**config.mk**
```make
export PLATFORM = sky130hd
export DESIGN_NAME = mmio_hub
export DESIGN_NICKNAME = d
export VERILOG_FILES = /design/src/rtl/mmio_hub_pkg.sv /design/src/rtl/mmio_sensor_chan.sv /design/src/rtl/mmio_hub.sv
export SDC_FILE = /design/constraint.sdc
export NUM_CORES = 1
export LEC_CHECK = 0
export BUFFER_PORTS_ARGS = -buffer_cell sky130_fd_sc_hd__buf_2
export CORE_UTILIZATION = 44
export DETAILED_ROUTE_END_ITERATION = 7
export PLACE_DENSITY = 0.77
export SETUP_SLACK_MARGIN = 0.02
export SYNTH_ARGS = -nofsm -noshare
export SYNTH_HDL_FRONTEND = slang
export SYNTH_SLANG_ARGS = --single-unit
```
**constraint.sdc**
```tcl
create_clock -name clock -period 5.8 [get_ports clock]
set_input_delay 0.87 -clock clock [delete_from_list [all_inputs] [get_ports clock]]
set_output_delay 0.87 -clock clock [all_outputs]
set_load 0.01 [all_outputs]
```
**src/rtl/mmio_hub_pkg.sv**
```systemverilog
// mmio_hub_pkg: shared address map and key-head field layout for mmio_hub.
package mmio_hub_pkg;

  // Load/store address map inside the 0..31 MMIO window.
  localparam logic [31:0] KEY_RD   = 32'd0;
  localparam logic [31:0] LVL_BASE = 32'd1;
  localparam logic [31:0] CNT_BASE = 32'd8;
  localparam logic [31:0] KEY_POP  = 32'd16;
  localparam logic [31:0] CNT_CLR  = 32'd17;
  localparam logic [31:0] OUT_BASE = 32'd24;
  localparam logic [31:0] MMIO_TOP = 32'd31;

  // Key-head word layout.
  localparam int KEY_NE_BIT  = 31;
  localparam int KEY_OVF_BIT = 30;
  localparam int KEY_CODE_W  = 4;

  // Packs the key-head read word; all unlisted bits are zero.
  function automatic logic [31:0] key_head(input logic nonempty,
                                           input logic overflow,
                                           input logic [KEY_CODE_W-1:0] code);
    logic [31:0] w;
    w = '0;
    w[KEY_NE_BIT]         = nonempty;
    w[KEY_OVF_BIT]        = overflow;
    w[KEY_CODE_W-1:0]     = code;
    return w;
  endfunction

endpackage

```
**src/rtl/mmio_sensor_chan.sv**
```systemverilog
// mmio_sensor_chan: one active-low sensor input. Synchroniser, optional
// debounce (MMIO_HUB_DEBOUNCE_EN), rising-edge detect and a saturating
// event counter with a clear input.
module mmio_sensor_chan #(
  parameter int DEBOUNCE_CYC = 30000,
  parameter int CNT_W        = 16
) (
  input  logic             clock,
  input  logic             reset,
  input  logic             sensor_n,
  input  logic             clear,
  output logic             level,
  output logic [CNT_W-1:0] count
);

  logic sync1, sync2;
  logic level_q;
  logic rise;

  // Two-flop synchroniser; inversion happens on entry so reset means "not broken".
  always_ff @(posedge clock) begin
    if (reset) begin
      sync1 <= 1'b0;
      sync2 <= 1'b0;
    end else begin
      // NOTE: sequential state uses non-blocking assignments so every flop
      // samples the pre-edge value of its neighbours.
      sync1 <= ~sensor_n;
      sync2 <= sync1;
    end
  end

`ifdef MMIO_HUB_DEBOUNCE_EN
  localparam int STAB_W = (DEBOUNCE_CYC > 1) ? $clog2(DEBOUNCE_CYC) : 1;

  logic [STAB_W-1:0] stab;
  logic              deb;

  // Debounce: flip only after DEBOUNCE_CYC consecutive disagreeing samples.
  always_ff @(posedge clock) begin
    if (reset) begin
      stab <= '0;
      deb  <= 1'b0;
    end else if (sync2 == deb) begin
      stab <= '0;
    end else if (stab == STAB_W'(DEBOUNCE_CYC - 1)) begin
      deb  <= sync2;
      stab <= '0;
    end else begin
      stab <= stab + 1'b1;
    end
  end

  assign level = deb;
`else
  assign level = sync2;
`endif

  assign rise = level & ~level_q;

  // Delayed level for edge detect, and the saturating event counter.
  always_ff @(posedge clock) begin
    if (reset) begin
      level_q <= 1'b0;
      count   <= '0;
    end else begin
      level_q <= level;
      if (clear)
        count <= rise ? CNT_W'(1) : '0;
      else if (rise && (count != {CNT_W{1'b1}}))
        count <= count + 1'b1;
    end
  end

endmodule

```
**src/rtl/mmio_hub.sv**
```systemverilog
// mmio_hub: MMIO decode for sensors, key FIFO and output registers, muxed
// with RAM load data. Optional debounce selected by MMIO_HUB_DEBOUNCE_EN.
module mmio_hub
  import mmio_hub_pkg::*;
#(
  parameter int NUM_IN       = 4,
  parameter int NUM_OUT      = 8,
  parameter int DEBOUNCE_CYC = 30000,
  parameter int CNT_W        = 16,
  parameter int KEY_DEPTH    = 4
) (
  input  logic                  clock,
  input  logic                  reset,
  input  logic [31:0]           mem_addr,
  input  logic                  mem_we,
  input  logic [31:0]           mem_wdata,
  input  logic [31:0]           ram_rdata,
  output logic [31:0]           mem_rdata,
  input  logic [NUM_IN-1:0]     sensor_n,
  input  logic [3:0]            key_code,
  input  logic                  key_strobe,
  output logic [32*NUM_OUT-1:0] out_regs
);

  localparam int PTR_W = $clog2(KEY_DEPTH);

  logic             mmio_wr;
  logic             pop_req;
  logic             do_pop;
  logic             do_push;
  logic [NUM_IN-1:0] clr_vec;
  logic [NUM_IN-1:0] chan_lvl;
  logic [CNT_W-1:0]  chan_cnt [NUM_IN];
  logic [31:0]       out_q    [NUM_OUT];

  logic [3:0]       key_mem [KEY_DEPTH];
  logic [PTR_W:0]   wr_ptr, rd_ptr;
  logic             key_empty, key_full, key_ovf;

  assign mmio_wr = mem_we && (mem_addr <= MMIO_TOP);
  assign pop_req = mmio_wr && (mem_addr == KEY_POP);
  assign clr_vec = (mmio_wr && (mem_addr == CNT_CLR)) ? mem_wdata[NUM_IN-1:0] : '0;

  // Sensor channels.
  for (genvar i = 0; i < NUM_IN; i++) begin : g_chan
    mmio_sensor_chan #(
      .DEBOUNCE_CYC(DEBOUNCE_CYC),
      .CNT_W       (CNT_W)
    ) u_chan (
      .clock   (clock),
      .reset   (reset),
      .sensor_n(sensor_n[i]),
      .clear   (clr_vec[i]),
      .level   (chan_lvl[i]),
      .count   (chan_cnt[i])
    );
  end

  // Key FIFO status; a full FIFO still accepts a push when a pop frees a slot.
  assign key_empty = (wr_ptr == rd_ptr);
  assign key_full  = ((wr_ptr ^ rd_ptr) == {1'b1, {PTR_W{1'b0}}});
  assign do_pop    = pop_req && !key_empty;
  assign do_push   = key_strobe && (!key_full || do_pop);

  // Key FIFO storage.
  always_ff @(posedge clock) begin
    // NOTE: the storage array has no reset; the pointers alone define which
    // entries are valid, and leaving RAM unreset keeps it mappable to memory.
    if (do_push)
      key_mem[wr_ptr[PTR_W-1:0]] <= key_code;
  end

  // Key FIFO pointers and sticky overflow (any pop clears it).
  always_ff @(posedge clock) begin
    if (reset) begin
      wr_ptr  <= '0;
      rd_ptr  <= '0;
      key_ovf <= 1'b0;
    end else begin
      if (do_push) wr_ptr <= wr_ptr + 1'b1;
      if (do_pop)  rd_ptr <= rd_ptr + 1'b1;
      if (pop_req)
        key_ovf <= 1'b0;
      else if (key_strobe && key_full)
        key_ovf <= 1'b1;
    end
  end

  // CPU-writable output registers.
  always_ff @(posedge clock) begin
    if (reset) begin
      for (int i = 0; i < NUM_OUT; i++) out_q[i] <= '0;
    end else if (mmio_wr) begin
      for (int i = 0; i < NUM_OUT; i++)
        if (mem_addr == OUT_BASE + 32'(i)) out_q[i] <= mem_wdata;
    end
  end

  for (genvar i = 0; i < NUM_OUT; i++) begin : g_out
    assign out_regs[32*i +: 32] = out_q[i];
  end

  // Combinational load mux: RAM above the window, decoded MMIO inside it.
  always_comb begin
    // NOTE: default first so every path assigns mem_rdata and no latch forms.
    mem_rdata = '0;
    if (mem_addr > MMIO_TOP) begin
      mem_rdata = ram_rdata;
    end else if (mem_addr == KEY_RD) begin
      mem_rdata = key_head(!key_empty, key_ovf,
                           key_empty ? 4'h0 : key_mem[rd_ptr[PTR_W-1:0]]);
    end else begin
      for (int i = 0; i < NUM_IN; i++) begin
        if (mem_addr == LVL_BASE + 32'(i)) mem_rdata = 32'(chan_lvl[i]);
        if (mem_addr == CNT_BASE + 32'(i)) mem_rdata = 32'(chan_cnt[i]);
      end
      for (int i = 0; i < NUM_OUT; i++)
        if (mem_addr == OUT_BASE + 32'(i)) mem_rdata = out_q[i];
    end
  end

endmodule

```
==> impl_metrics.yaml <==
global_route:
  antenna_found_initial: 3
  grt_max_degree: 41
  grt_pass1_vias: 14525
  grt_pass1_wl_mm: 93.8
  grt.total_usage_pct: 33.4
  grt_overflow: 0
synthesis:
  ys.warnings.count: 0
  synthXorXnorAreaFrac_pct: 3.21
  synth_top_cell_by_area: "edfxtp_1"
  avgSynthCellArea_um2: 11.0
  async_reset_ff_share_pct: 0
  synth_area_um2: 16600
  syn_inst: 1507
  seq_area_frac_synth_pct: 59.4
  synthSimpleGateAreaFrac_pct: 18.3
  synth_top_area_share_pct: 49.1
  synthDistinctLibCells: 79
  ys_ff_latch: 357
  synth_top_family_by_area: "simple AND/OR/NAND/NOR gates"
  synth_ff_type: "edfxtp_1"
  synth-compound-area-share_pct: 12.5
  synth.area.mux_share_pct: 1.84
  synth_fp_nets: 1624
  synth_edf_count: 272
  synth_fa_ha_area_share_pct: 0.677
  synth_area_leaders: "edfxtp_1 49%, dfxtp_1 10%, nor2_1 7.0%"
timing:
  rsz0062_at_grt: "no"
  period_minus_slack_ns: 4.98
  worst_pin_slew_ns: 1.29
  setup_ws_ns: 0.822
  fin_worst_skew_ns: 0.0183
  slew_headroom_pct: 14.3
  tns_ns: 0
  maxSlewViolCount: 0
  max_freq_mhz: 201
  finalHoldViolations: 0
  setup_viol_count_final: 0
  finalCritPeriodShare_pct: 85.8
worst_hold_path:
  whs_path_depth: 1
  hold_class: "flip-flop to flip-flop"
floorplan:
  die_height_um: 196
  boundaryPins: 396
  dieArea_um2: 38600
  die_w_um: 196
  coreArea_um2: 36900
  num_rows: 70
  start_util_pct: 45.1
final_layout:
  fillCellCount: 3153
  drive_gt1_share_pct: 27.6
  multi_input_area_um2: 6150
  diodes: 0
  nets: 2008
  fin_area_um2: 20300
  syn2layout_area_growth_pct: 22.3
  seq_area_um2: 9870
outcome:
  outcome: "complete, no violations"
worst_setup_path:
  rr_worst_depth: 7
  rrSetupSlack_ns: 3.19
  critical_path_class: "primary input to primary output"
  critPathMaxFanout: 18
  arrival_ns: 4.11
  worst_setup_path_end_kind: "primary output"
  critPathLaunchType: "primary input"
  crit_required_ns: 4.93
place:
  post-dp-hpwl_mm: 46.1
  port-buffer-count: 395
  post-place-ws_ns: 0.985
  post_dp_cell_area_um2: 19100
  globalplace.congestion: 0.952
clocking:
  numCtsBuffers: 41
  cts_root_buf: "clkbuf_16"
  cts.htree.levels: 2
  clk_path_buf_depth: 3
  ctsResizeCount: 0
  cts_sinks: 357
  clk_pin_slew_ns: 0.05
  clk_latency_ns: 0.57
  postCtsHoldBufs: 0
  postCtsSetupBuffers: 0
  cts_tree: "done"
detailed_routing:
  vias_per_cell: 6.15
  ant_nets: 0
  drc_errors: 0
  drt-total-wl_mm: 66.1
  first_pass_iters: 6
  wl_per_cell_um: 27.3
  drt_iter0_markers: 2063
  vias: 14908
power:
  peakVddDrop_mv: 0.237
  p_per_area_nw_per_um2: 291
  leakagePower_nw: 7.74
job:
  cap_violations: 0
-- stage by stage --
stage | hold WS (ns) | util [%] | total power, W | instances
5_1_grt | 0.457 | 55.2 | 0.00604 | 2424
6_report | 0.435 | 55.2 | 0.00592 | 2424
2_1_floorplan | 0.414 | - | 0.00320 | 1507
3_5_place_dp | 0.425 | 51.8 | 0.00349 | 2352
3_3_place_gp | 0.428 | 51.8 | 0.00348 | 2352
4_1_cts | 0.440 | 55.2 | 0.00591 | 2424
-- kinds of logic (layout without fill, tap and decap cells) --
logic type,Yosys count,count (layout)
and+or+nand+nor,617,617
DFF,357,357
AOI/OAI and AO/OA,295,295
buffers and inverters,143,556
xor gates and xnor gates,61,61
muxes,25,25
adders and majority gates,9,9
-- placed cells by master (no fill, tap or decap), drive strengths merged, types with 20 or more instances in the layout --
| cell type | count |
|---|---|
| nor4 | 22 |
| dfxtp | 85 |
| edfxtp | 272 |
| a22oi | 51 |
| buf | 431 |
| clkbuf | 58 |
| nand2 | 71 |
| inv | 53 |
| a21oi | 51 |
| nand2b | 49 |
| o21ai | 51 |
| and3 | 20 |
| xnor2 | 42 |
| nor3 | 28 |
| a222oi | 24 |
| nand3 | 43 |
| nor2 | 314 |
| nand4 | 20 |
-- synthesized netlist by cell type (all sizes together) (20+ instances only) --
library cell / instances
a222oi: 24
a21oi: 51
buf: 51
nand2b: 49
a22oi: 51
edfxtp: 272
o21ai: 51
inv: 52
nand4: 20
nand2: 71
nor3: 28
nand3: 43
nor2: 314
xnor2: 42
clkbuf: 39
nor4: 22
dfxtp: 85
and3: 20
-- registers in the layout, summed over array words and instances (netlist names), named ones only --
name                   cells
out_q                    256
key_mem                   16
g_chan.u_chan.level_q      4
key_ovf                    1
g_chan.u_chan.sync1        4
rd_ptr                     3
wr_ptr                     3
g_chan.u_chan.count       64
g_chan.u_chan.level        4
-- layer usage --
metal	GRT usage, %	part of all wire, %	up-vias
met1	40.5	34	7132
met4	19.0	5.9	2
met3	9.05	14	230
met2	53.8	46	1252
li1	-	-	6292
met5	0	0.017	-
-- power by group --
group / internal [W] / switching [W]
sequential: 0.00287 / 0.0000878
clock: 0.00140 / 0.00107
combinational: 0.000159 / 0.000329
-- layout make-up --
| class | instances | share of cell area (%) |
|---|---|---|
| sequential | 357 | 48.5 |
| multi-input combinational | 1007 | 30.2 |
| timing repair buffer | 431 | 11.0 |
| clock buffer | 58 | 5.56 |
| tap | 504 | 3.10 |
| inverter | 53 | 0.978 |
| clock inverter | 14 | 0.554 |
-- worst max-delay path, cell delays in order --
cell and delay [ns]:
buf_2 0.29, or4b_1 0.81, nor3_4 0.47, and3_1 0.78
a222oi_1 0.16, a21oi_1 0.30, a2bb2oi_1 0.25, buf_2 0.17
-- final timing paths --
check	startpoint	to
max reg2reg	g_chan[0].u_chan.count[0]	g_chan[0].u_chan.count[4]
max	mem_addr[4]	mem_rdata[11]
min	g_chan[1].u_chan.sync1	g_chan[1].u_chan.level
min reg2reg	g_chan[1].u_chan.sync1	g_chan[1].u_chan.level
Power figures use the tool's default switching activity.
